===== config.mk =====
export PLATFORM = sky130hd
export DESIGN_NAME = instr_fetch_unit
export DESIGN_NICKNAME = d
export VERILOG_FILES = /design/src/rtl/instr_fetch_unit.sv
export SDC_FILE = /design/constraint.sdc
export NUM_CORES = 1
export LEC_CHECK = 0
export ABC_AREA = 1
export BUFFER_PORTS_ARGS = -buffer_cell sky130_fd_sc_hd__buf_4
export CAP_MARGIN = 40
export CORE_MARGIN = 5
export CORE_UTILIZATION = 39
export DETAILED_ROUTE_END_ITERATION = 10
export GPL_ROUTABILITY_DRIVEN = 0
export HOLD_SLACK_MARGIN = 0.12
export RECOVER_POWER = 25
export REMOVE_ABC_BUFFERS = 1
export SYNTH_ARGS = -nofsm -noshare
export SYNTH_HDL_FRONTEND = slang
export SYNTH_SLANG_ARGS = --single-unit

===== constraint.sdc =====
create_clock -name CLK -period 2.48 [get_ports CLK]
set_input_delay 0.496 -clock CLK [delete_from_list [all_inputs] [get_ports CLK]]
set_output_delay 0.496 -clock CLK [all_outputs]
set_load 0.1 [all_outputs]

===== src/rtl/instr_fetch_unit.sv =====
// Fetch stage: drives the ROM address from the PC and queues up to two fetched words for decode.
// Latency: ROM word visible one cycle after its address; a full queue with no pop stalls the PC.
module instr_fetch_unit #(
    parameter int                   ADDR_WIDTH  = 8,
    parameter int                   DATA_WIDTH  = 16,
    parameter logic [ADDR_WIDTH-1:0] RESET_PC   = '0,
    parameter logic [DATA_WIDTH-1:0] HALT_WORD  = '0,
    parameter bit                   HALT_DETECT = 1'b1
) (
    input  logic                  CLK,
    input  logic                  RESET,
    output logic [ADDR_WIDTH-1:0] ADDRESS,
    input  logic [DATA_WIDTH-1:0] VALUE,
    output logic [DATA_WIDTH-1:0] INSTR,
    output logic [ADDR_WIDTH-1:0] INSTR_ADDR,
    output logic                  INSTR_VALID,
    input  logic                  INSTR_READY,
    input  logic                  JUMP_EN,
    input  logic [ADDR_WIDTH-1:0] JUMP_TARGET,
    output logic                  HALTED
);

    typedef enum logic {ST_RUN, ST_HALTED} state_t;

    state_t                state_q, state_d;
    logic [ADDR_WIDTH-1:0] pc_q, pc_d;
    logic [1:0]            count_q, count_d;
    logic [DATA_WIDTH-1:0] head_dat_q, head_dat_d, tail_dat_q, tail_dat_d;
    logic [ADDR_WIDTH-1:0] head_addr_q, head_addr_d, tail_addr_q, tail_addr_d;

    logic       pop, push, is_halt;
    logic [1:0] fill;

    always_comb begin
        state_d     = state_q;
        pc_d        = pc_q;
        count_d     = count_q;
        head_dat_d  = head_dat_q;
        head_addr_d = head_addr_q;
        tail_dat_d  = tail_dat_q;
        tail_addr_d = tail_addr_q;

        pop     = (count_q != 2'd0) && INSTR_READY;
        push    = (state_q == ST_RUN) && !JUMP_EN && ((count_q < 2'd2) || pop);
        is_halt = HALT_DETECT && (VALUE == HALT_WORD);
        fill    = count_q - {1'b0, pop};

        if (JUMP_EN) begin
            // Flush wins over any same-cycle pop; the head entries are left stale.
            count_d = 2'd0;
            pc_d    = JUMP_TARGET;
            state_d = ST_RUN;
        end else begin
            if (pop && (count_q == 2'd2)) begin
                head_dat_d  = tail_dat_q;
                head_addr_d = tail_addr_q;
            end
            if (push) begin
                if (fill == 2'd0) begin
                    head_dat_d  = VALUE;
                    head_addr_d = pc_q;
                end else begin
                    tail_dat_d  = VALUE;
                    tail_addr_d = pc_q;
                end
                count_d = fill + 2'd1;
                // The halt word is still delivered, but the PC parks on it.
                if (is_halt) begin
                    state_d = ST_HALTED;
                end else begin
                    pc_d = pc_q + ADDR_WIDTH'(1);
                end
            end else begin
                count_d = fill;
            end
        end
    end

    always_ff @(posedge CLK) begin
        if (RESET) begin
            state_q     <= ST_RUN;
            pc_q        <= RESET_PC;
            count_q     <= 2'd0;
            head_dat_q  <= '0;
            head_addr_q <= '0;
            tail_dat_q  <= '0;
            tail_addr_q <= '0;
        end else begin
            state_q     <= state_d;
            pc_q        <= pc_d;
            count_q     <= count_d;
            head_dat_q  <= head_dat_d;
            head_addr_q <= head_addr_d;
            tail_dat_q  <= tail_dat_d;
            tail_addr_q <= tail_addr_d;
        end
    end

    assign ADDRESS     = pc_q;
    assign INSTR       = head_dat_q;
    assign INSTR_ADDR  = head_addr_q;
    assign INSTR_VALID = (count_q != 2'd0);
    assign HALTED      = (state_q == ST_HALTED);

endmodule


# After elaboration in Yosys (flattened, before gate mapping)
# Index checks and enable logic that the tools add are counted.
word_totals:
  mem_count: 0
  mem_bits_ro: 0
  latchBits: 0
  ramBits: 0
  reg_bits: 59
op_classes:
  div: 0
  mul: 0
  n_reduce_logical: 14
  shift: 0
  n_lt_le_gt_ge: 1
  n_eq_ne: 2
  add_sub_neg: 3
  bitwise: 3
  n_mux: 10
op_table:
  columns: ["op", "count"]
  rows:
  - ["$mux 16", 3]
  - ["$mux 8", 6]
  - ["$logic_not 16->1", 1]
  - ["$add 8x1->8 const B", 1]
  - ["$logic_and 1x1->1", 4]
  - ["$reduce_and 2->1", 2]
  - ["$reduce_bool 2->1", 2]
  - ["$not 1->1", 3]
  - ["$reduce_and 3->1", 1]
  - ["$add 2x1->2 const B", 1]
  - ["$eq 2x2->1 const B", 1]
  - ["$logic_not 2->1", 1]
  - ["$lt 2x2->1 const B", 1]
  - ["$mux 2", 1]
  - ["$ne 2x2->1 const B", 1]
  - ["$reduce_or 2->1", 1]
  - ["$sub 2x1->2", 1]
  - ["$logic_not 1->1", 1]
  - ["$logic_or 1x1->1", 1]

# Depth between registers and ports, before layout
logic_depth:
  word_depth: 6
  depth_mapped: 9
  ltp_nobuf: 9

# Worst setup path before layout
# No wires, ideal clock.
synth_path:
  kind: "flip-flop to flip-flop"
  start: "register pc_q[1] (netlist: ADDRESS[1])"
  end: "register pc_q[6] (netlist: ADDRESS[6])"
  setup_time_ps: 113
  required_time_ps: 2367
  arrival_time_ps: 1957
  stages_incl_launch_ff: 9
  n_path_buf: 0
  setup_slack_ps: 410
  cell_sequence: "dfxtp_1 > ha_1 > nand2_1 > nor2_1 > nand3_1 > nand3_1 > nand2_1 > nor2_1 > nor2_1"
synth_between:
  elab_chain_len: 4
synth_lines:
  columns: ["item", "line", "rtl"]
  rows:
  - ["start, declared", "26", "logic [ADDR_WIDTH-1:0] pc_q, pc_d;"]
  - ["start signal, assigned", "90", "pc_q <= pc_d;"]
  - ["$add 8x1->8", "71", "pc_d = pc_q + ADDR_WIDTH'(1);"]
  - ["$mux 8", "68", "if (is_halt) begin"]
  - ["$mux 8", "58", "if (push) begin"]
  - ["$mux 8", "48", "if (JUMP_EN) begin"]
# Every way passes these cells. The select of a mux whose other input is x is not followed.
# A chain may end at the register's enable or synchronous reset.

# Final worst setup path
layout_path:
  start: "register head_dat_q[12] (netlist: INSTR[12])"
  end: "output INSTR[12]"
layout_lines:
  columns: ["item", "line", "rtl"]
  rows:
  - ["start, declared", "28", "logic [DATA_WIDTH-1:0] head_dat_q, head_dat_d, tail_dat_q, tail_dat_d;"]
  - ["start signal, assigned", "92", "head_dat_q <= head_dat_d;"]
  - ["end, declared", "14", "output logic [DATA_WIDTH-1:0] INSTR,"]
# No word-level cell between the ends.

==> impl_metrics.json <==
{
  "layout_common_cells": "o21ai_0, dfxtp_1, nand2_1",
  "cts_max_path_buffers": 2,
  "r2r_end": "INSTR_ADDR[3]",
  "use_met1_pct": 22.6,
  "cts_tree": "done",
  "syn_to_final_growth_pct": 22.8,
  "yosys_register_bits": 59,
  "num_vias": 2814,
  "timing.final.max_slew_violations": 0,
  "p_leak_nw": 1.40,
  "antenna_found_initial": 0,
  "viasPerCell": 4.94,
  "drive_gt1_share_pct": 13.8,
  "status": "finished clean",
  "synth.distinct_cells": 23,
  "slowest_stage": "clkbuf_1",
  "clk_latency_ns": 0.32,
  "worstRegToRegCells": 8,
  "post_cts_resized": 0,
  "wl_per_cell_um": 12.8,
  "period_share_pct": 83.3,
  "worstPathMaxFanout": 3,
  "num_rows": 31,
  "finalSetupViolations": 0,
  "holdCritStartpoint": "tail_dat_q[0]",
  "final_common_cell": "o21ai_0",
  "fin_skew_ns": 0.00952,
  "hold_viol_final": 0,
  "path_clk_slew_ns": 0.07,
  "diodes": 0,
  "cellInternalPower_mw": 1.75,
  "synthTopCellsByArea": "dfxtp_1, o21ai_0, a21oi_1, nand2_1, nand3_1",
  "power_frac_comb_pct": 27.5,
  "reg2reg_slack_ns": 0.57,
  "max_stage_delay_ns": 0.88,
  "p_per_area_nw_per_um2": 793,
  "die-area_um2": 9040,
  "gr-max-usage-layer": "met2",
  "synth_area_um2": 2820,
  "power_frac_clock_pct": 32.8,
  "crit_arrival_ns": 1.57,
  "cts_hold_buf": 0,
  "cts_sinks": 59,
  "multi_input_comb_area_um2": 1350,
  "clock-root-buffer": "clkbuf_8",
  "path_delay_family": "buffers and inverters",
  "die_h_um": 95.1,
  "syn_inst": 411,
  "timing.fmax_mhz": 484,
  "worst-path-buf-inv": 1,
  "switchingPower_mw": 0.999,
  "grt_pass1_vias": 2582,
  "wirelength_um": 7270,
  "syn_area_per_cell_um2": 6.86,
  "finalPower_mw": 2.75,
  "dpl.hpwl_um": 5010,
  "num-fill-cells": 799,
  "core_area_um2": 7140,
  "synth-seq-area-share_pct": 41.9,
  "seq_area_um2": 1180,
  "dr.pass1.iters": 4,
  "yosysTopAreaCellShare_pct": 41.9,
  "htreeDepth": 3,
  "maxCapViolations": 0,
  "port_buffers": 61,
  "synth_largest_area_cell": "dfxtp_1",
  "critical_path_required_ns": 1.98,
  "antenna_left": 0,
  "vdd_drop_max_v": 0.000332,
  "ys_warn_count": 0,
  "path_cells": "clkbuf_1",
  "io_pins": 62,
  "layout.nets": 496,
  "startpoint_type": "flip-flop",
  "min_path_cells": 2,
  "cts_buffers": 9,
  "grt.overflow.total": 0,
  "rsz0062_at_grt": "no",
  "grt_max_degree": 57,
  "grt_pass1_wl_um": 12100,
  "switching_share_pct": 36.4,
  "hp-class": "flip-flop to flip-flop",
  "relSlewSlack_pct": 20.8,
  "endpoint_kind": "primary output",
  "p_seq_share_pct": 39.6,
  "min_to": "tail_dat_q[0]",
  "initial_core_util_pct": 39.5,
  "cts_setup_buffers": 0,
  "critPathKind": "flip-flop to primary output",
  "drc": 0,
  "worst_slew_pin_slew_ns": 1.19,
  "use_met2_pct": 26.8,
  "drt_iter0_drc": 175,
  "setup_tns_ns": 0,
  "gr-usage-met3_pct": 3.39,
  "groute.usage.overall_pct": 16.9,
  "worst_r2r_startpoint": "count_q[1]",
  "die_width_um": 95.1,
  "layout_min_cycle_time_ns": 2.07
}
worst max path at each step:
| stage | startpoint | cells after the start | slack (ns) | endpoint |
|---|---|---|---|---|
| after floorplan | HALTED | 5 | 0.02 | INSTR[15] |
| after global placement | INSTR_READY | 9 | 0.57 | INSTR[3] |
| after detailed placement | INSTR_READY | 9 | 0.50 | INSTR[12] |
| after CTS | count_q[1] | 8 | 0.57 | INSTR[12] |
| after global routing | count_q[1] | 8 | 0.31 | INSTR[13] |
| final | INSTR[12] | 1 | 0.41 | INSTR[12] |
sequential cells by signal, summed over array words and instances (netlist names):
| signal | flops |
|---|---|
| ADDRESS | 8 |
| INSTR_ADDR | 8 |
| tail_dat_q | 16 |
| tail_addr_q | 8 |
| INSTR | 16 |
| HALTED | 1 |
| count_q | 2 |
tightest hold or removal path, cell delays in order (launching register included):
cell	delay, ns
dfxtp_1	0.30
inv_1	0.05
a21oi_1	0.05
synthesized netlist by cell type:
master and n:
o21ai_4 1, inv_1 42, nor2_1 44, inv_2 1, clkinv_1 1, mux2i_1 1, o21ai_2 1, nor2_4 1
o21a_1 1, dfxtp_1 59, buf_6 1, a21boi_0 2, xor2_1 1, o21ai_0 93, buf_4 5, a21oi_1 50
nand3_1 34, buf_2 4, nand2_1 51, ha_1 2, clkbuf_1 14, buf_1 1, o21ai_1 1
final cells by class:
type                       count  share of cell area, %
clock buffer                  15                   5.09
clock inverter                 1                  0.866
inverter                      44                   4.77
multi-input combinational    283                   39.0
sequential                    59                   34.1
tap                           99                   3.57
timing repair buffer          69                   12.7
per-stage QoR:
stage,cell area [µm²],cells,setup WS [ns],utilization (%),hold slack [ns]
after floorplan,2700,386,0.0211,-,0.427
after global placement,3340,554,0.566,46.8,0.434
after detailed placement,3340,554,0.496,46.8,0.442
after CTS,3540,570,0.572,49.7,0.451
after global routing,3470,570,0.306,48.6,0.463
final,3470,570,0.413,48.6,0.448
per-layer routing:
metal / vias up / part of all wire (%)
met5: - / 0
met4: 0 / 1.5
met3: 10 / 3.8
met2: 46 / 46
met1: 1282 / 49
li1: 1476 / -
power groups by stage:
| stage | clock, mW | sequential, mW | combinational (mW) |
|---|---|---|---|
| 3_3_place_gp | 0 | 1.11 | 0.778 |
| 4_1_cts | 0.927 | 1.09 | 0.789 |
| 6_report | 0.902 | 1.09 | 0.757 |
| 2_1_floorplan | 0 | 1.45 | 0.235 |
| 3_5_place_dp | 0 | 1.11 | 0.787 |
| 5_1_grt | 0.974 | 1.10 | 0.819 |
cell families (layout without fill, tap and decap cells):
group	after synthesis	count (layout)	synth area share [%]
AOI/OAI and AO/OA	149	149	27.2
and+or+nand+nor	130	130	19.1
buffers and inverters	69	129	10.3
DFF	59	59	41.9
adders and majority gates	2	2	0.887
xor gates and xnor gates	1	1	0.310
muxes	1	1	0.355
(Power assumes the default switching activity.)
